**config.mk**
```make
export PLATFORM = sky130hd
export DESIGN_NAME = alarm_bank_ctrl_flat
export DESIGN_NICKNAME = d
export VERILOG_FILES = /design/src/rtl/alarm_bank_ctrl_pkg.sv /design/src/rtl/alarm_bank_ctrl_if.sv /design/src/rtl/alarm_bank_ctrl_entry_file.sv /design/src/rtl/alarm_bank_ctrl.sv /design/src/flat_wrapper.sv
export SDC_FILE = /design/constraint.sdc
export NUM_CORES = 1
export LEC_CHECK = 0
export CORE_ASPECT_RATIO = 1.1
export CORE_MARGIN = 1.5
export CORE_UTILIZATION = 55
export CTS_CLUSTER_SIZE = 20
export DETAILED_ROUTE_END_ITERATION = 8
export GPL_TIMING_DRIVEN = 0
export MAX_ROUTING_LAYER = met4
export PLACE_DENSITY = 0.87
export SYNTH_ARGS = -nofsm -noshare
export SYNTH_HDL_FRONTEND = slang
export SYNTH_SLANG_ARGS = --single-unit
```
**constraint.sdc**
```tcl
create_clock -name i_clk -period 2.4 [get_ports i_clk]
set_input_delay 0.48 -clock i_clk [delete_from_list [all_inputs] [get_ports i_clk]]
set_output_delay 0.48 -clock i_clk [all_outputs]
set_load 0.03 [all_outputs]
```
**src/rtl/alarm_bank_ctrl_pkg.sv**
```systemverilog
// alarm_bank_ctrl_pkg
//   Shared definitions for the alarm bank controller: FSM state encoding,
//   default sizing, and the field layout of a time word.
//   Optional feature macro used by the bank: ALARM_AUTO_OFF_EN.
package alarm_bank_ctrl_pkg;

  typedef enum logic [1:0] {
    ST_IDLE    = 2'd0,
    ST_RINGING = 2'd1,
    ST_SNOOZE  = 2'd2
  } state_e;

  localparam int DEF_N_CH         = 7;
  localparam int DEF_W            = 13;
  localparam int DEF_AW           = 3;
  localparam int DEF_SNOOZE_MIN   = 9;
  localparam int DEF_SW           = 4;
  localparam int DEF_RING_TIMEOUT = 5;

  // Time word layout: minutes in the low field, hours above them.
  // The remaining top bits are spare. The bank only does whole-word
  // equality, so this layout matters to the producers of cur_time.
  localparam int TF_MIN_LSB  = 0;
  localparam int TF_MIN_W    = 6;
  localparam int TF_HOUR_LSB = 6;
  localparam int TF_HOUR_W   = 5;

  function automatic logic [DEF_W-1:0] pack_time(input logic [TF_HOUR_W-1:0] hour,
                                                 input logic [TF_MIN_W-1:0]  minute);
    logic [DEF_W-1:0] t;
    t = '0;
    t[TF_HOUR_LSB +: TF_HOUR_W] = hour;
    t[TF_MIN_LSB  +: TF_MIN_W]  = minute;
    return t;
  endfunction

endpackage

```
**src/rtl/alarm_bank_ctrl_if.sv**
```systemverilog
// alarm_bank_ctrl_if
//   Bundles the alarm bank's write port, read port, time-keeping inputs,
//   user handshakes and status outputs. Signal prefixes are from the
//   bank's point of view (i_ = into the bank, o_ = out of the bank).
//   master: the surrounding logic (time-keeper, UI, buzzer/display).
//   slave : alarm_bank_ctrl.
//   ALARM_AUTO_OFF_EN adds the sticky o_missed status.
interface alarm_bank_ctrl_if
  import alarm_bank_ctrl_pkg::*;
#(
  parameter int W  = DEF_W,
  parameter int AW = DEF_AW,
  parameter int SW = DEF_SW
);
  logic          i_wr_en;
  logic [AW-1:0] i_wr_addr;
  logic [W-1:0]  i_wr_data;
  logic          i_wr_arm;
  logic [AW-1:0] i_rd_addr;
  logic [W-1:0]  o_rd_data;
  logic          o_rd_armed;
  logic [AW-1:0] i_day;
  logic [W-1:0]  i_cur_time;
  logic          i_min_tick;
  logic          i_ack;
  logic          i_snooze;
  logic          o_ring;
  logic [1:0]    o_state;
  logic [SW-1:0] o_snooze_left;
`ifdef ALARM_AUTO_OFF_EN
  logic          o_missed;
`endif

  modport master (
    output i_wr_en, i_wr_addr, i_wr_data, i_wr_arm, i_rd_addr,
    output i_day, i_cur_time, i_min_tick, i_ack, i_snooze,
`ifdef ALARM_AUTO_OFF_EN
    input  o_missed,
`endif
    input  o_rd_data, o_rd_armed, o_ring, o_state, o_snooze_left
  );

  modport slave (
    input  i_wr_en, i_wr_addr, i_wr_data, i_wr_arm, i_rd_addr,
    input  i_day, i_cur_time, i_min_tick, i_ack, i_snooze,
`ifdef ALARM_AUTO_OFF_EN
    output o_missed,
`endif
    output o_rd_data, o_rd_armed, o_ring, o_state, o_snooze_left
  );

endinterface

```
**src/rtl/alarm_bank_ctrl_entry_file.sv**
```systemverilog
// alarm_entry_file
//   N_CH x (W+1) alarm register file: synchronous write, registered read
//   port (read-before-write), and a combinational view of entry[day] for
//   the match engine. Out-of-range addresses write nothing and read 0.
//   Ports: i_clk, i_clr (sync active-high), write port i_wr_*, read port
//   i_rd_addr/o_rd_data/o_rd_armed, day view i_day/o_day_*.
module alarm_entry_file
  import alarm_bank_ctrl_pkg::*;
#(
  parameter int N_CH = DEF_N_CH,
  parameter int W    = DEF_W,
  parameter int AW   = DEF_AW
) (
  input  logic          i_clk,
  input  logic          i_clr,
  input  logic          i_wr_en,
  input  logic [AW-1:0] i_wr_addr,
  input  logic [W-1:0]  i_wr_data,
  input  logic          i_wr_arm,
  input  logic [AW-1:0] i_rd_addr,
  output logic [W-1:0]  o_rd_data,
  output logic          o_rd_armed,
  input  logic [AW-1:0] i_day,
  output logic [W-1:0]  o_day_data,
  output logic          o_day_armed,
  output logic          o_day_valid
);

  localparam logic [AW:0] LP_N_CH = N_CH[AW:0];

  logic [W-1:0]    r_entry [N_CH];
  logic [N_CH-1:0] r_armed;
  logic [W-1:0]    r_rd_data;
  logic            r_rd_armed;

  logic w_wr_ok;
  logic w_rd_ok;

  assign w_wr_ok     = i_wr_en & ({1'b0, i_wr_addr} < LP_N_CH);
  assign w_rd_ok     = ({1'b0, i_rd_addr} < LP_N_CH);
  assign o_day_valid = ({1'b0, i_day} < LP_N_CH);

  // Gated so an out-of-range day never presents a phantom entry.
  assign o_day_data  = o_day_valid ? r_entry[i_day] : '0;
  assign o_day_armed = o_day_valid & r_armed[i_day];

  always_ff @(posedge i_clk) begin
    if (i_clr) begin
      for (int i = 0; i < N_CH; i++) r_entry[i] <= '0;
      r_armed    <= '0;
      r_rd_data  <= '0;
      r_rd_armed <= 1'b0;
    end else begin
      if (w_wr_ok) begin
        r_entry[i_wr_addr] <= i_wr_data;
        r_armed[i_wr_addr] <= i_wr_arm;
      end
      if (w_rd_ok) begin
        r_rd_data  <= r_entry[i_rd_addr];
        r_rd_armed <= r_armed[i_rd_addr];
      end else begin
        r_rd_data  <= '0;
        r_rd_armed <= 1'b0;
      end
    end
  end

  assign o_rd_data  = r_rd_data;
  assign o_rd_armed = r_rd_armed;

endmodule

```
**src/rtl/alarm_bank_ctrl.sv**
```systemverilog
// alarm_bank_ctrl
//   Per-day alarm bank with match engine and ringing/snooze FSM.
//   Ports: i_clk, i_clr (sync active-high, highest priority),
//   io (alarm_bank_ctrl_if.slave): entry write/read ports, day/cur_time/
//   min_tick from the time-keeper, ack/snooze handshakes, registered
//   ring/state/snooze_left outputs.
//   ALARM_AUTO_OFF_EN: RINGING times out after RING_TIMEOUT minute ticks
//   and sets the sticky o_missed flag, cleared by the next entry write.
//
//   state      | meaning
//   -----------+-----------------------------------------------------
//   ST_IDLE    | waiting for a minute tick matching the armed day entry
//   ST_RINGING | buzzer on; ack stops, snooze defers
//   ST_SNOOZE  | buzzer off; counts snooze_left down on minute ticks
module alarm_bank_ctrl
  import alarm_bank_ctrl_pkg::*;
#(
  parameter int N_CH         = DEF_N_CH,
  parameter int W            = DEF_W,
  parameter int AW           = DEF_AW,
  parameter int SNOOZE_MIN   = DEF_SNOOZE_MIN,
  parameter int SW           = DEF_SW,
  parameter int RING_TIMEOUT = DEF_RING_TIMEOUT
) (
  input logic               i_clk,
  input logic               i_clr,
  alarm_bank_ctrl_if.slave  io
);

  localparam logic [AW:0]   LP_N_CH   = N_CH[AW:0];
  localparam logic [SW-1:0] LP_SNOOZE = SNOOZE_MIN[SW-1:0];

  state_e        r_state, w_state_nxt;
  logic          r_ring;
  logic [SW-1:0] r_snooze_left, w_snooze_nxt;

  logic [W-1:0]  w_day_data;
  logic          w_day_armed;
  logic          w_day_valid;
  logic          w_wr_valid;
  logic          w_match;
  logic          w_disarm;

  alarm_entry_file #(
    .N_CH (N_CH),
    .W    (W),
    .AW   (AW)
  ) u_entry_file (
    .i_clk       (i_clk),
    .i_clr       (i_clr),
    .i_wr_en     (io.i_wr_en),
    .i_wr_addr   (io.i_wr_addr),
    .i_wr_data   (io.i_wr_data),
    .i_wr_arm    (io.i_wr_arm),
    .i_rd_addr   (io.i_rd_addr),
    .o_rd_data   (io.o_rd_data),
    .o_rd_armed  (io.o_rd_armed),
    .i_day       (io.i_day),
    .o_day_data  (w_day_data),
    .o_day_armed (w_day_armed),
    .o_day_valid (w_day_valid)
  );

  assign w_wr_valid = io.i_wr_en & ({1'b0, io.i_wr_addr} < LP_N_CH);

  // Entry file outputs are register contents, so this sees pre-write data.
  assign w_match = io.i_min_tick & w_day_valid & w_day_armed &
                   (w_day_data == io.i_cur_time);

  assign w_disarm = w_wr_valid & ~io.i_wr_arm & (io.i_wr_addr == io.i_day) &
                    (r_state != ST_IDLE);

`ifdef ALARM_AUTO_OFF_EN
  localparam int           TW     = $clog2(RING_TIMEOUT + 1);
  localparam logic [TW-1:0] LP_TMO = RING_TIMEOUT[TW-1:0];

  // Down-counter: loaded on entry to RINGING, terminal count at 1 tick left.
  logic [TW-1:0] r_tmo_cnt, w_tmo_nxt;
  logic          r_missed, w_missed_nxt;
  logic          w_timeout;
`endif

  always_comb begin
    w_state_nxt  = r_state;
    w_snooze_nxt = r_snooze_left;
`ifdef ALARM_AUTO_OFF_EN
    w_timeout    = 1'b0;
`endif
    case (r_state)
      ST_IDLE: begin
        if (w_match) w_state_nxt = ST_RINGING;
      end
      ST_RINGING: begin
        if (io.i_ack) begin
          w_state_nxt = ST_IDLE;
        end else if (io.i_snooze) begin
          w_state_nxt  = ST_SNOOZE;
          w_snooze_nxt = LP_SNOOZE;
        end
`ifdef ALARM_AUTO_OFF_EN
        else if (io.i_min_tick && (r_tmo_cnt == TW'(1))) begin
          w_state_nxt = ST_IDLE;
          w_timeout   = 1'b1;
        end
`endif
      end
      ST_SNOOZE: begin
        if (io.i_ack) begin
          w_state_nxt  = ST_IDLE;
          w_snooze_nxt = '0;
        end else if (io.i_min_tick) begin
          if (r_snooze_left == SW'(1)) begin
            w_state_nxt  = ST_RINGING;
            w_snooze_nxt = '0;
          end else begin
            w_snooze_nxt = r_snooze_left - SW'(1);
          end
        end
      end
      default: begin
        w_state_nxt  = ST_IDLE;
        w_snooze_nxt = '0;
      end
    endcase
    if (w_disarm) begin
      w_state_nxt  = ST_IDLE;
      w_snooze_nxt = '0;
`ifdef ALARM_AUTO_OFF_EN
      w_timeout    = 1'b0;
`endif
    end
  end

`ifdef ALARM_AUTO_OFF_EN
  always_comb begin
    w_tmo_nxt    = r_tmo_cnt;
    w_missed_nxt = r_missed;
    if ((w_state_nxt == ST_RINGING) && (r_state != ST_RINGING)) begin
      w_tmo_nxt = LP_TMO;
    end else if ((r_state == ST_RINGING) && io.i_min_tick && (r_tmo_cnt != '0)) begin
      w_tmo_nxt = r_tmo_cnt - TW'(1);
    end
    // A timeout in the same cycle as a write still leaves missed set.
    if (w_timeout) begin
      w_missed_nxt = 1'b1;
    end else if (w_wr_valid) begin
      w_missed_nxt = 1'b0;
    end
  end

  always_ff @(posedge i_clk) begin
    if (i_clr) begin
      r_tmo_cnt <= '0;
      r_missed  <= 1'b0;
    end else begin
      r_tmo_cnt <= w_tmo_nxt;
      r_missed  <= w_missed_nxt;
    end
  end

  assign io.o_missed = r_missed;
`endif

  always_ff @(posedge i_clk) begin
    if (i_clr) begin
      r_state       <= ST_IDLE;
      r_ring        <= 1'b0;
      r_snooze_left <= '0;
    end else begin
      r_state       <= w_state_nxt;
      r_ring        <= (w_state_nxt == ST_RINGING);
      r_snooze_left <= w_snooze_nxt;
    end
  end

  assign io.o_ring        = r_ring;
  assign io.o_state       = r_state;
  assign io.o_snooze_left = r_snooze_left;

endmodule

```
**src/flat_wrapper.sv**
```systemverilog
// flat-port wrapper written by rule: the top's interface ports become plain ports
module alarm_bank_ctrl_flat import alarm_bank_ctrl_pkg::*;
#(
  parameter int N_CH         = DEF_N_CH,
  parameter int W            = DEF_W,
  parameter int AW           = DEF_AW,
  parameter int SNOOZE_MIN   = DEF_SNOOZE_MIN,
  parameter int SW           = DEF_SW,
  parameter int RING_TIMEOUT = DEF_RING_TIMEOUT
)
  (i_clk, i_clr, io_i_wr_en, io_i_wr_addr, io_i_wr_data, io_i_wr_arm, io_i_rd_addr, io_i_day, io_i_cur_time, io_i_min_tick, io_i_ack, io_i_snooze, io_o_rd_data, io_o_rd_armed, io_o_ring, io_o_state, io_o_snooze_left);
  alarm_bank_ctrl_if #(.W(W), .AW(AW), .SW(SW)) io_i ();
  input logic i_clk;
  input logic i_clr;
  input wire logic [$bits(io_i.i_wr_en)-1:0] io_i_wr_en;
  input wire logic [$bits(io_i.i_wr_addr)-1:0] io_i_wr_addr;
  input wire logic [$bits(io_i.i_wr_data)-1:0] io_i_wr_data;
  input wire logic [$bits(io_i.i_wr_arm)-1:0] io_i_wr_arm;
  input wire logic [$bits(io_i.i_rd_addr)-1:0] io_i_rd_addr;
  input wire logic [$bits(io_i.i_day)-1:0] io_i_day;
  input wire logic [$bits(io_i.i_cur_time)-1:0] io_i_cur_time;
  input wire logic [$bits(io_i.i_min_tick)-1:0] io_i_min_tick;
  input wire logic [$bits(io_i.i_ack)-1:0] io_i_ack;
  input wire logic [$bits(io_i.i_snooze)-1:0] io_i_snooze;
  output wire logic [$bits(io_i.o_rd_data)-1:0] io_o_rd_data;
  output wire logic [$bits(io_i.o_rd_armed)-1:0] io_o_rd_armed;
  output wire logic [$bits(io_i.o_ring)-1:0] io_o_ring;
  output wire logic [$bits(io_i.o_state)-1:0] io_o_state;
  output wire logic [$bits(io_i.o_snooze_left)-1:0] io_o_snooze_left;
  assign io_i.i_wr_en = io_i_wr_en;
  assign io_i.i_wr_addr = io_i_wr_addr;
  assign io_i.i_wr_data = io_i_wr_data;
  assign io_i.i_wr_arm = io_i_wr_arm;
  assign io_i.i_rd_addr = io_i_rd_addr;
  assign io_i.i_day = io_i_day;
  assign io_i.i_cur_time = io_i_cur_time;
  assign io_i.i_min_tick = io_i_min_tick;
  assign io_i.i_ack = io_i_ack;
  assign io_i.i_snooze = io_i_snooze;
  assign io_o_rd_data = io_i.o_rd_data;
  assign io_o_rd_armed = io_i.o_rd_armed;
  assign io_o_ring = io_i.o_ring;
  assign io_o_state = io_i.o_state;
  assign io_o_snooze_left = io_i.o_snooze_left;
  alarm_bank_ctrl #(.N_CH(N_CH), .W(W), .AW(AW), .SNOOZE_MIN(SNOOZE_MIN), .SW(SW), .RING_TIMEOUT(RING_TIMEOUT)) u_core (.i_clk(i_clk), .i_clr(i_clr), .io(io_i));
endmodule
```
==> run metrics, run 1 <==
ant diodes 0; via count slightly above 5000; CTS Buf Count 17; die area 0.0127 mm^2; Worst path slowest cell a221oi_2; GR peak layer met2; final worst path period need roughly 2300 ps; Slew @ Worst Pin approximately 1200 ps; CP peak stage delay 360 ps; Residual DRC 0; drt total wl about 19000 um; initial antenna violation count 0; most area-consuming cells after synthesis edfxtp_1 (41%), dfxtp_1 (12%), mux4_2 (11%), mux2i_1 (7.4%), nor2_1 (6.6%); endpoints failing setup 0; Mean Syn Cell Area around 12 um^2; clock transition at the registers of the reported paths approximately 50 ps; GR Util met1 roughly 36%; Max transition margin 22.7%; type of the worst setup path input pin to flip-flop; status finished clean; Synth area leader edfxtp_1; simple-gate area share of the yosys netlist approximately an eighth; Max Cap Violations 0; layout cell share with drive strength beyond 1 15.5%; Port Buffer Count 54; fraction of registers with async set/reset 0%; First DRT Iteration DRCs 673; Clock Latency Late Sink roughly 430 ps; crit path DAT 2640 ps; fin crit share a little over nine tenths; Bufs and invs on worst path 4; initial core utilization 57.0%; Seq cells post-synth between 100 and 150; Mapped Cells approximately 540; pwr/cell area about 760 mW/mm^2; Final HPWL DP 12100 um; combinational family with the most area after synthesis multiplexers; Synth top area share about two fifths; fin area ~0.008 mm^2; Row Count 41; dpl cell area approximately 0.0074 mm^2; chip width roughly 110 um; Worst IR Drop VDD approximately 0.41 mV; adder-cell share of the synthesized area between 1 and 1.5%; CTS tree yes; gpl congestion ~0.94; crit path launch io_i_day[0]; Synth Area in Compound Gates around 7%; number of vias per cell roughly 6.4; RSZ-0062 raised after global routing no; vias in the first global route approximately 5000; fin. max-slew vios 0; mux cell area share after synthesis 19.9%; synthesized area ~0.0066 mm^2; setup ws final a little over 80 ps; Ports 63; htree depth 4; Non-Filler Instances between 700 and 800; GR Overflow Total 0; post-route ant nets 0; Die Ht between 100 and 150 um; Worst path top cell family by delay buffers and inverters; first-pass detailed-route iteration total 7; placed insts roughly 760; Netlist cell types 53; Final Skew 8.33 ps; reg2reg start u_core.io.o_state[1]$_SDFF_PP0_; WP data required roughly 2700 ps; Clock Path Buffers 2; TritonCTS Sinks around 130; met2 Track Usage GR between 50% and 60%; Crit Path Max Fanout 10; number of fillers in the final layout slightly below 800; Crit path depth 11; Fmax ~0.43 GHz; Main synth FF type edfxtp_1; PnR Total Power just over 6 mW; pre-CTS setup slack -1200 ps; Final Util around 70%; first-pass GRT wire length ~28000 um; Area Overhead vs Synth 22.5%; worst path cell trace buf_6 -> buf_6 -> buf_6 -> mux2i_1 -> o22ai_1 -> a221oi_2 -> xnor2_2 -> nor4_4 -> nand4_1 -> buf_4 -> a41o_1; warnings from Yosys 0; GRT Util Overall 31.6%; crit path to u_core.io.o_state[1]$_SDFF_PP0_; Fin Hold WS roughly 490 ps; Worst R2R Path Depth 8; sequential cell area fraction in the yosys report a little over half; r2r setup slk between 200 and 250 ps; setup TNS 0 ps; most used cell, CP buf_6; core area 0.0116 mm^2; CTS root buf clkbuf_16; largest net degree at the start of global routing 17; Total Nets Final ~680; Worst setup SP type input pin; cts hold-fix bufs 0; drt wl/cell between 20 and 25 um; HP Class input pin to flip-flop; CP endpoint kind flip-flop; xor/xnor cell area share of the yosys netlist roughly 2.1%; met3 global-route usage under 10%; Hold Vio Cnt, Final 0; P_leak 3.06 nW; Reg-to-Reg End u_core.io.o_state[1]$_SDFF_PP0_; EDFF count, synth 91
[flip-flops by register name, indices dropped and copies added, names as in the netlist]
register / count
u_core.u_entry_file.r_entry: 104
u_core.u_entry_file.o_rd_data: 13
u_core.u_entry_file.r_armed: 7
u_core.io.o_snooze_left: 4
u_core.io.o_state: 2
u_core.io.o_ring: 1
u_core.u_entry_file.o_rd_armed: 1
[layer usage]
layer	routed length (um)	up-vias
li1	-	2151
met1	6430	2436
met2	9230	375
met3	2020	96
met4	1080	0
met5	0	-
[how the worst min path moves through the flow]
stage                                                 from  slack [ps]  depth (start not counted)                                           to
6_report                                       io_i_wr_arm         490                          3  u_core.u_entry_file.r_armed[4]$_SDFFE_PP0P_
5_1_grt                                        io_i_wr_arm         540                          3  u_core.u_entry_file.r_armed[4]$_SDFFE_PP0P_
4_1_cts                                        io_i_wr_arm         490                          3  u_core.u_entry_file.r_armed[4]$_SDFFE_PP0P_
3_5_place_dp   u_core.u_entry_file.r_armed[3]$_SDFFE_PP0P_         510                          2  u_core.u_entry_file.r_armed[3]$_SDFFE_PP0P_
3_3_place_gp   u_core.u_entry_file.r_armed[2]$_SDFFE_PP0P_         500                          2  u_core.u_entry_file.r_armed[2]$_SDFFE_PP0P_
2_1_floorplan  u_core.u_entry_file.r_armed[1]$_SDFFE_PP0P_         480                          2  u_core.u_entry_file.r_armed[1]$_SDFFE_PP0P_
[timing repair]
| action | in CTS | in global routing |
|---|---|---|
| pin swaps | 4 | 1 |
| setup endpoints to repair | 40 | 1 |
| gates resized for setup | 12 | 2 |
| setup buffers | 5 | 0 |
[cell usage in the layout (no fill, tap or decap), types with 4 or more instances in the layout]
master,Yosys,final
conb_1,1,13
nand2b_1,10,9
clkdlybuf4s50_1,0,52
o22ai_1,9,9
buf_4,0,6
buf_6,4,4
ha_1,6,6
nand2_1,24,24
a221oi_2,7,8
nor2_1,116,115
inv_1,19,19
clkbuf_16,0,17
o21ai_0,7,7
nand3b_1,5,5
a22oi_1,14,14
clkbuf_1,21,18
mux2i_1,49,49
bufinv_16,0,5
nor2b_1,5,5
mux4_2,32,32
edfxtp_1,91,91
nand3_1,5,5
dfxtp_1,41,41
o21ai_1,4,4
buf_1,5,5
a21oi_1,8,8
xnor2_1,14,13
[final cells by class]
cell class	instances	area [um^2]	area share [%]
flip-flops and latches	132	3550	43.9
multi-input cells	367	2890	35.7
repair buffers	59	578	7.14
clock buffers	17	425	5.26
clock inverters	15	213	2.63
well taps	150	188	2.32
plain buffers	33	164	2.03
inverters	21	78.8	0.974
[cells by family after synthesis]
| family | count (synthesis) |
|---|---|
| other | 1 |
| AO/OA/AOI/OAI | 62 |
| buffers and inverters | 55 |
| XOR/XNOR | 16 |
| multiplexers | 89 |
| adder cells (fa/ha/maj) | 6 |
| AND/OR/NAND/NOR | 181 |
| flip-flops | 132 |
[where the power goes]
part	switching, mW	leakage, nW	internal, mW
logic	0.417	1.54	0.320
clock network	0.972	0.305	1.83
registers	0.0690	1.21	2.57
total	1.46	3.06	4.72
[cells in the mapped netlist (4+ instances only)]
| library cell | n |
|---|---|
| edfxtp_1 | 91 |
| a22oi_1 | 14 |
| inv_1 | 19 |
| dfxtp_1 | 41 |
| nor2b_1 | 5 |
| o22ai_1 | 9 |
| o21ai_0 | 7 |
| mux4_2 | 32 |
| a221oi_2 | 7 |
| nor2_1 | 116 |
| xnor2_1 | 14 |
| a21oi_1 | 8 |
| nand2b_1 | 10 |
| o21ai_1 | 4 |
| buf_1 | 5 |
| clkbuf_1 | 21 |
| mux2i_1 | 49 |
| nand3_1 | 5 |
| buf_6 | 4 |
| nand2_1 | 24 |
| nand3b_1 | 5 |
| ha_1 | 6 |
[tightest hold or removal path: cells and delay by family]
family | cells | cell delay [ps]
buffers and inverters | 1 | 180
multiplexers | 1 | 170
AND/OR/NAND/NOR | 1 | 50
Power figures use the tool's default switching activity.
==> inputs of run 2 (changes only) <==
Settings changed: SYNTH_HIERARCHICAL set to 1.
==> run metrics, run 2 <==
GR Overflow Total 0; crit path DAT approximately 3000 ps; most area-consuming cells after synthesis edfxtp_1 (37%), dfxtp_1 (12%), mux4_2 (7.7%), and2_1 (7.2%), mux2_2 (3.2%); core area approximately 0.012 mm^2; Final Util 72.8%; Hold Vio Cnt, Final 0; status finished, violations left; setup ws final -209 ps; Final Skew between 8 and 9 ps; pwr/cell area between 700 and 800 mW/mm^2; Worst R2R Path Depth 8; worst path cell trace buf_12 -> buf_12 -> buf_12 -> mux4_2 -> inv_1 -> a221oi_2 -> xnor2_1 -> nand4_1 -> nor4_4 -> o22ai_2 -> a211oi_2; crit path launch io_i_day[0]; most used cell, CP buf_12; Netlist cell types 67; fin crit share 109%; HP Class flip-flop to flip-flop; Ports 63; Port Buffer Count between 50 and 60; Main synth FF type edfxtp_1; placed insts approximately 790; Clock Path Buffers 2; first-pass GRT wire length 31500 um; fin. max-slew vios 0; post-route ant nets 0; Row Count 42; first-pass detailed-route iteration total 6; PnR Total Power around 6.2 mW; Reg-to-Reg End u_core/io.o_ring$_SDFF_PP0_; Die Ht 119 um; sequential cell area fraction in the yosys report 49.5%; vias in the first global route between 5000 and 6000; count leader, synth edfxtp_1; die area between 0.01 and 0.015 mm^2; gpl congestion just under 1; Final HPWL DP about 13000 um; Non-Filler Instances around 840; violated checks setup timing; highest-count cells in the layout ignoring fill and taps edfxtp_1 (84), and2_1 (78), clkdlybuf4s50_1 (56); Max transition margin about 44%; top cells by count, synth edfxtp_1 (84), and2_1 (78), dfxtp_1 (41); layout cell share with drive strength beyond 1 between 20% and 30%; First DRT Iteration DRCs approximately 870; Crit Path Max Fanout 5; CTS root buf clkbuf_16; crit path to u_core/io.o_ring$_SDFF_PP0_; final worst path period need between 2000 and 3000 ps; EDFF count, synth 84; synthesized area 0.00675 mm^2; via count 5710; Worst path slowest cell nor4_4; Worst IR Drop VDD roughly 0.42 mV; endpoints failing setup 3; setup TNS -477 ps; r2r setup slk -200 ps; ant diodes 0; initial antenna violation count 0; Reg with most FFs u_core/u_entry_file/r_entry; Fmax around 0.38 GHz; CP peak stage delay roughly 470 ps; drt wl/cell around 27 um; largest net degree at the start of global routing 17; Mapped Cells between 500 and 600; initial core utilization 56.3%; CTS Buf Count 17; CTS tree yes; reg2reg start u_core/u_entry_file/r_entry[4][11]$_SDFFCE_PN0P_; Mean Syn Cell Area around 12 um^2; clock transition at the registers of the reported paths around 50 ps; Max Cap Violations 0; GRT Util Overall about a third; Total Nets Final 719; WP data required 2740 ps; type of the worst setup path input pin to flip-flop; Synth area leader edfxtp_1; fraction of registers with async set/reset 0%; htree depth 4; warnings from Yosys 6; max reg flops 97; Residual DRC 0; chip width ~110 um; number of vias per cell 6.81; Clock Latency Late Sink 430 ps; TritonCTS Sinks 125; CP endpoint kind flip-flop; Fin Hold WS ~480 ps; P_leak around 3.2 nW; drt total wl between 20000 and 25000 um; Worst setup SP type input pin; Seq cells post-synth around 130; commonest non-fill, non-tap cell in the layout edfxtp_1; Synth top area share 37.4%; Slew @ Worst Pin about 840 ps; RSZ-0062 raised after global routing yes; Area Overhead vs Synth 29.1%
run 2: changes by cell type in the layout (fill, tap and decap cells not counted), moves of 16 or more:
cell / delta
nor2_1: -89
and2_1: +78
mux2i_1: -33
buf_4: +19
a211oi_1: +16
run 2: logic make-up after synthesis:
kind of cell | Yosys count | synth area share (%)
compound gates | 102 | 11.2
xor+xnor | 16 | 2.08
fa+ha+maj | 6 | 1.11
buf+inv | 53 | 4.11
flops | 125 | 49.5
mux | 60 | 13.5
other cells | 1 | 0.0555
simple gates | 206 | 18.4
run 2: how the worst min path moves through the flow:
stage | start | end | slack, ps | depth (start not counted)
after floorplan | u_core/u_entry_file/r_entry[6][0]$_SDFFE_PP0P_ | u_core/u_entry_file/r_entry[6][0]$_SDFFE_PP0P_ | 440 | 2
after global placement | u_core/u_entry_file/r_entry[6][2]$_SDFFE_PP0P_ | u_core/u_entry_file/r_entry[6][2]$_SDFFE_PP0P_ | 450 | 2
after detailed placement | u_core/u_entry_file/r_entry[6][2]$_SDFFE_PP0P_ | u_core/u_entry_file/r_entry[6][2]$_SDFFE_PP0P_ | 460 | 2
after CTS | u_core/u_entry_file/r_entry[6][2]$_SDFFE_PP0P_ | u_core/u_entry_file/r_entry[6][2]$_SDFFE_PP0P_ | 470 | 2
after global routing | u_core/u_entry_file/r_entry[6][5]$_SDFFE_PP0P_ | u_core/u_entry_file/r_entry[6][5]$_SDFFE_PP0P_ | 510 | 2
final | u_core/u_entry_file/r_entry[6][3]$_SDFFE_PP0P_ | u_core/u_entry_file/r_entry[6][3]$_SDFFE_PP0P_ | 480 | 2
run 2: per-layer routing:
metal	routed length, um	track usage (%)	vias up	share of wire [%]
met5	0	-	-	0
met4	1540	23.5	0	6.7
met3	2840	8.05	159	12
met2	11000	54.2	508	48
met1	7480	41.0	2720	33
li1	-	-	2323	-
run 2: worst max-delay path, delay by kind of cell:
kind,cells,cell delay (ps)
simple gates,2,850
mux,1,340
xor+xnor,1,190
buf+inv,4,430
compound gates,3,650
run 2: area by class of cell:
class	instances	area, um^2
tap	154	193
multi-input combinational	396	3410
clock inverter	13	189
clock buffer	19	443
buffer	41	313
fill	732	3260
inverter	12	47.5
sequential	125	3340
timing repair buffer	78	781
run 2: timing repair:
item	in CTS	in global routing
hold buffers	0	0
cloned	1	0
buffers inserted	6	12
endpoints found under the setup margin	3	29
pin swaps	13	12
resized for setup	69	26
run 2: metrics by stage:
stage	setup WS (ps)	cell area (um^2)
2_1_floorplan	98.7	6770
3_3_place_gp	-1210	7550
3_5_place_dp	-1240	7550
4_1_cts	-16.0	8510
5_1_grt	-221	8720
6_report	-209	8720
run 2: power by group:
part	switching, mW	internal, mW
clock	0.989	1.77
sequential	0.0773	2.43
combinational	0.497	0.411
